--- src/rtl/sync_ram_scan.sv ---
// sync_ram_scan
//   Single-port synchronous RAM with a valid/ready request port and a
//   registered, one-cycle read path. An optional scan engine reads every
//   implemented word in address order through the same response port.
//
//   Optional feature macro: SCAN_EN
//     defined   -> scan engine and IDLE/SCAN/DONE FSM compiled in
//     undefined -> scan_start ignored, scan_busy = scan_done = 0,
//                  req_ready = 1 permanently
//
// Parameters
//   DATA_W  word width
//   ADDR_W  address width
//   DEPTH   implemented words, 1 <= DEPTH <= 2**ADDR_W
//
// Ports
//   clk, rst_n            clock, asynchronous active-low reset
//   req_valid/req_ready   request handshake (accepted when both high)
//   req_we                1 = write, 0 = read
//   req_addr, req_wdata   request address / write data
//   rsp_valid             one-cycle pulse per read (host or scan)
//   rsp_data, rsp_addr    read data and the address that produced it
//   scan_start            pulse, starts a full-array scan (IDLE only)
//   scan_busy             scan in progress (SCAN or DONE)
//   scan_done             one-cycle pulse with the final scan response

module sync_ram_scan #(
    parameter int DATA_W = 4,
    parameter int ADDR_W = 3,
    parameter int DEPTH  = 8
) (
    input  logic              clk,
    input  logic              rst_n,
    input  logic              req_valid,
    output logic              req_ready,
    input  logic              req_we,
    input  logic [ADDR_W-1:0] req_addr,
    input  logic [DATA_W-1:0] req_wdata,
    output logic              rsp_valid,
    output logic [DATA_W-1:0] rsp_data,
    output logic [ADDR_W-1:0] rsp_addr,
    input  logic              scan_start,
    output logic              scan_busy,
    output logic              scan_done
);

    // One extra bit so DEPTH == 2**ADDR_W is representable.
    localparam logic [ADDR_W:0]   DEPTH_C   = (ADDR_W+1)'(DEPTH);
    localparam logic [ADDR_W-1:0] LAST_ADDR = ADDR_W'(DEPTH-1);

    // Storage is deliberately not reset: contents survive rst_n.
    logic [DATA_W-1:0] mem [DEPTH];

    logic              accept;
    logic              wr_en;
    logic              rd_en;
    logic              scan_issue;
    logic [ADDR_W-1:0] scan_addr;
    logic [ADDR_W-1:0] rd_addr;
    logic              wr_in_range;
    logic              rd_in_range;

`ifdef SCAN_EN
    typedef enum logic [1:0] {
        IDLE = 2'd0,
        SCAN = 2'd1,
        DONE = 2'd2
    } state_t;

    state_t state, state_nxt;

    // State register
    always_ff @(posedge clk or negedge rst_n) begin
        if (!rst_n) state <= IDLE;
        else        state <= state_nxt;
    end

    // Next-state logic
    always_comb begin
        state_nxt = state;
        case (state)
            IDLE:    if (scan_start) state_nxt = SCAN;
            SCAN:    if (scan_addr == LAST_ADDR) state_nxt = DONE;
            DONE:    state_nxt = IDLE;
            default: state_nxt = IDLE;
        endcase
    end

    // Outputs decoded from state. The last scan read is issued in the
    // final SCAN cycle, so its response lands in DONE alongside scan_done.
    always_comb begin
        req_ready  = 1'b0;
        scan_busy  = 1'b0;
        scan_done  = 1'b0;
        scan_issue = 1'b0;
        case (state)
            IDLE: req_ready = 1'b1;
            SCAN: begin
                scan_busy  = 1'b1;
                scan_issue = 1'b1;
            end
            DONE: begin
                scan_busy = 1'b1;
                scan_done = 1'b1;
            end
            default: req_ready = 1'b1;
        endcase
    end

    // Scan address: cleared on start, saturates at DEPTH-1 so it never
    // points past the implemented array (covers DEPTH == 1).
    always_ff @(posedge clk or negedge rst_n) begin
        if (!rst_n) begin
            scan_addr <= '0;
        end else if (state == IDLE && scan_start) begin
            scan_addr <= '0;
        end else if (state == SCAN && scan_addr != LAST_ADDR) begin
            scan_addr <= scan_addr + ADDR_W'(1);
        end
    end
`else
    logic unused_scan_start;

    assign unused_scan_start = scan_start;
    assign req_ready         = 1'b1;
    assign scan_busy         = 1'b0;
    assign scan_done         = 1'b0;
    assign scan_issue        = 1'b0;
    assign scan_addr         = '0;
`endif

    // Host and scan reads never coincide: host requests are only taken
    // in IDLE, scan reads only issue in SCAN.
    assign accept      = req_valid && req_ready && rst_n;
    assign wr_en       = accept && req_we;
    assign rd_en       = (accept && !req_we) || scan_issue;
    assign rd_addr     = scan_issue ? scan_addr : req_addr;
    assign wr_in_range = {1'b0, req_addr} < DEPTH_C;
    assign rd_in_range = {1'b0, rd_addr}  < DEPTH_C;

    // Out-of-range writes are accepted and dropped.
    always_ff @(posedge clk) begin
        if (wr_en && wr_in_range) mem[req_addr] <= req_wdata;
    end

    // Registered response; out-of-range reads return zero.
    always_ff @(posedge clk or negedge rst_n) begin
        if (!rst_n) begin
            rsp_valid <= 1'b0;
            rsp_data  <= '0;
            rsp_addr  <= '0;
        end else begin
            rsp_valid <= rd_en;
            if (rd_en) begin
                rsp_addr <= rd_addr;
                rsp_data <= rd_in_range ? mem[rd_addr] : '0;
            end
        end
    end

endmodule

--- config.mk ---
export PLATFORM = sky130hd
export DESIGN_NAME = sync_ram_scan
export DESIGN_NICKNAME = d
export VERILOG_FILES = /design/src/rtl/sync_ram_scan.sv
export SDC_FILE = /design/constraint.sdc
export NUM_CORES = 1
export LEC_CHECK = 0
export BUFFER_PORTS_ARGS = -buffer_cell sky130_fd_sc_hd__buf_2
export CAP_MARGIN = 20
export CORE_UTILIZATION = 55
export DETAILED_ROUTE_END_ITERATION = 16
export PLACE_DENSITY = 0.73
export SETUP_SLACK_MARGIN = 0.3
export SLEW_MARGIN = 20
export SYNTH_ARGS = -nofsm -noshare
export SYNTH_HDL_FRONTEND = slang
export SYNTH_SLANG_ARGS = --single-unit
--- constraint.sdc ---
create_clock -name clk -period 1.3 [get_ports clk]
set_input_delay 0.065 -clock clk [delete_from_list [all_inputs] [get_ports clk]]
set_output_delay 0.065 -clock clk [all_outputs]
set_load 0.01 [all_outputs]
==> impl_metrics.csv <==
group,metric,value,unit
synthesis,syn_inst,96,
synthesis,avgSynthCellArea,17.0,sq um
placement,port_buffers,18,
global_route,first_global_vias,855,
final_layout,final_nets,138,
critical_path,rr_worst_depth,3,
floorplanning,core_area,0.00278,sq mm
outcome,status,"finished, final reports clean",
placement,gp_congestion,0.676,
synthesis,yosysSeqAreaShare,0.713,
critical_path,crit_path_start,"mem[7][0]",
clock_network,cts_made_buffers,5,
final_layout,postLayoutCellArea,0.00191,sq mm
critical_path,criticalPathCategory,"reg2reg",
pwr,p_leak,0.756,nW
clock_network,cts-root-buf,"clkbuf_4",
pwr,swShare,0.212,
timing,fin_crit_sh,0.837,
timing,finClkSkew,0.0108,ns
timing,slew_violations,0,
critical_path,endpoint_kind,"register",
pwr,p_comb_frac,0.102,
clock_network,cts_max_level,2,
timing,fin_crit,1.09,ns
pwr,p_int,1.96,mW
pwr,clkPwrFrac,0.313,
placement,dpl.hpwl,1800,um
critical_path,cp.required,1.58,ns
clock_network,cts.clk_slew.worst_paths,0.11,ns
synthesis,yosysWarnings,0,
critical_path,r2r_setup_slack,0.21,ns
floorplanning,io_pins,23,
final_layout,fin_util,0.687,
route,routed_wl,2520,um
floorplanning,fp.dieH,56.4,um
flow_run,max_cap_viol_count,0,
pwr,peakVddDrop,997,uV
route,wl_per_cell,15.9,um
final_layout,syn_to_final_growth,17.4,%
timing,final.setup.tns,0,ns
synthesis,syn_area,0.00163,sq mm
worst_hold_path,min_path_type,"in2reg",
placement,placed_cell_area,0.00178,sq mm
global_route,grt_max_degree,13,
route,vias,871,
global_route,grt_pass1_wl,4120,um
clock_network,clk_path_buf_depth,2,
global_route,overflow,0,
route,post-route-drc-count,0,
route,ant_nets,0,
route,drt_iter0_drc,38,
clock_network,cts_tree,"done",
timing,rsz0062_at_grt,"true",
critical_path,r2r-end,"rsp_data[0]",
global_route,antenna_found_initial,0,
floorplanning,num_rows,19,
critical_path,critPathLaunchType,"register",
final_layout,drive_gt1_frac,0.354,
final_layout,antennaDiodeCount,0,
clock_network,clk_latency,0.34,ns
floorplanning,die_area,0.00318,sq mm
floorplanning,fp.dieW,56.4,um
pwr,p_seq_frac,0.586,
critical_path,r2r-start,"mem[7][0]",
timing,final-hold-violation-count,0,
critical_path,critPathArrivalTime,1.36,ns
pwr,p_sw,0.526,mW
final_layout,nFillCells,205,
route,via_per_inst,5.51,
critical_path,cp-endpoint,"rsp_data[0]",
critical_path,cp_max_fo,1,
timing,fmax,920,MHz
clock_network,cts_sinks,40,
route,first_pass_iters,4,
floorplanning,initial_core_util,0.585,
pwr,p_per_area,1300,mW/mm^2
global_route,grt_usage,0.187,
synthesis,post_synth_num_cell_types,20,
synthesis,yosys_register_bits,40,
timing,setup_violations,0,
## routing by layer
| metal | up-vias | share of wire | track usage |
|---|---|---|---|
| met5 | - | 0 | 0 |
| met4 | 0 | 0.011 | 0.0906 |
| met1 | 427 | 0.42 | 0.217 |
| met3 | 2 | 0.044 | 0.0714 |
| met2 | 29 | 0.52 | 0.306 |
| li1 | 413 | - | - |
## logic make-up (layout without fill, tap and decap cells)
family / after synthesis / in the layout / synth area share
flops: 40 / 40 / 0.713
simple gates: 18 / 18 / 0.0530
compound gates: 4 / 4 / 0.0123
buf+inv: 9 / 39 / 0.0423
other cells: 2 / 3 / 0.00461
mux: 23 / 23 / 0.174
## worst max-delay path, cell delays in order, from the launching register on
cell and delay, ns:
edfxtp_1 0.34, mux2i_1 0.09, mux4_2 0.49, o21ai_2 0.12
## cells in the final DEF (no fill, tap or decap), types with 2 or more instances in the layout
cell | netlist | final
buf_2 | 0 | 18
buf_4 | 3 | 6
clkbuf_4 | 0 | 5
conb_1 | 2 | 3
dfrtp_1 | 8 | 8
dlygate4sd3_1 | 0 | 5
edfxtp_1 | 32 | 32
mux2_2 | 2 | 2
mux2i_1 | 16 | 16
mux4_2 | 4 | 4
nand2_1 | 5 | 5
nand2b_1 | 2 | 2
nor2_1 | 6 | 3
nor2_2 | 0 | 3
nor3_2 | 0 | 2
o21ai_1 | 4 | 2
o21ai_2 | 0 | 2
## flip-flops by register name, summed over array words and instances, names as in the netlist
register / flops
rsp_data: 4
mem: 32
rsp_valid: 1
rsp_addr: 3
## synthesized netlist by cell type (all sizes together)
library cell  count  area share
clkbuf            3      0.0069
edfxtp           32        0.59
nor3              2      0.0061
conb              2      0.0046
nor2              6       0.014
nand4             1      0.0038
nand4b            1      0.0054
nand3b            1      0.0046
nand2             5       0.012
dfrtp             8        0.12
nand2b            2      0.0077
mux2              3       0.021
mux4              4       0.055
o21ai             4       0.012
inv               1      0.0023
buf               5       0.033
mux2i            16       0.098
## final cells by class
type | instances | area (sq um) | area share
repair buffers | 30 | 205 | 0.107
clock buffers | 6 | 41.3 | 0.0216
clock inverters | 2 | 35.0 | 0.0183
multi-input cells | 48 | 427 | 0.223
flip-flops and latches | 40 | 1160 | 0.607
well taps | 31 | 38.8 | 0.0203
inverters | 1 | 3.75 | 0.00196
## what timing repair did
| item | 4_1_cts | 5_1_grt |
|---|---|---|
| gates resized for setup | 0 | 2 |
| endpoints found under the setup margin | 4 | 4 |
| buffers inserted | 0 | 0 |
| hold endpoints to repair | 31 | 0 |
| cloned | 0 | 0 |
| hold buffers | 5 | 0 |
## how the worst min path moves through the flow
stage / from / end / slack, ns / cells past startpoint
final: req_addr[0] / rsp_addr[0] / 0.06 / 2
after detailed placement: rst_n / rsp_data[3] / 0.02 / 2
after CTS: req_addr[0] / rsp_addr[0] / 0.05 / 2
after global placement: rst_n / rsp_addr[0] / 0.01 / 2
after floorplan: rst_n / rsp_addr[0] / -0.23 / 0
after global routing: req_addr[0] / rsp_addr[0] / 0.05 / 2
## power groups by stage
stage / clock network, mW / registers, mW / logic (mW)
floorplan: 0 / 1.51 / 0.128
global placement: 0 / 1.48 / 0.231
detailed placement: 0 / 1.49 / 0.239
CTS: 0.798 / 1.46 / 0.252
global route: 0.849 / 1.46 / 0.275
finish: 0.777 / 1.45 / 0.252
## through the flow
step | instances | hold WS [ns] | power, mW | setup slack [ns]
6_report | 158 | 0.0597 | 2.48 | 0.213
5_1_grt | 158 | 0.0467 | 2.58 | 0.158
4_1_cts | 158 | 0.0529 | 2.51 | 0.186
3_5_place_dp | 145 | 0.0218 | 1.72 | 0.0783
3_3_place_gp | 145 | 0.0112 | 1.71 | 0.122
2_1_floorplan | 97 | -0.231 | 1.63 | 0.162
Note: power is estimated with default switching activity, not from simulation.
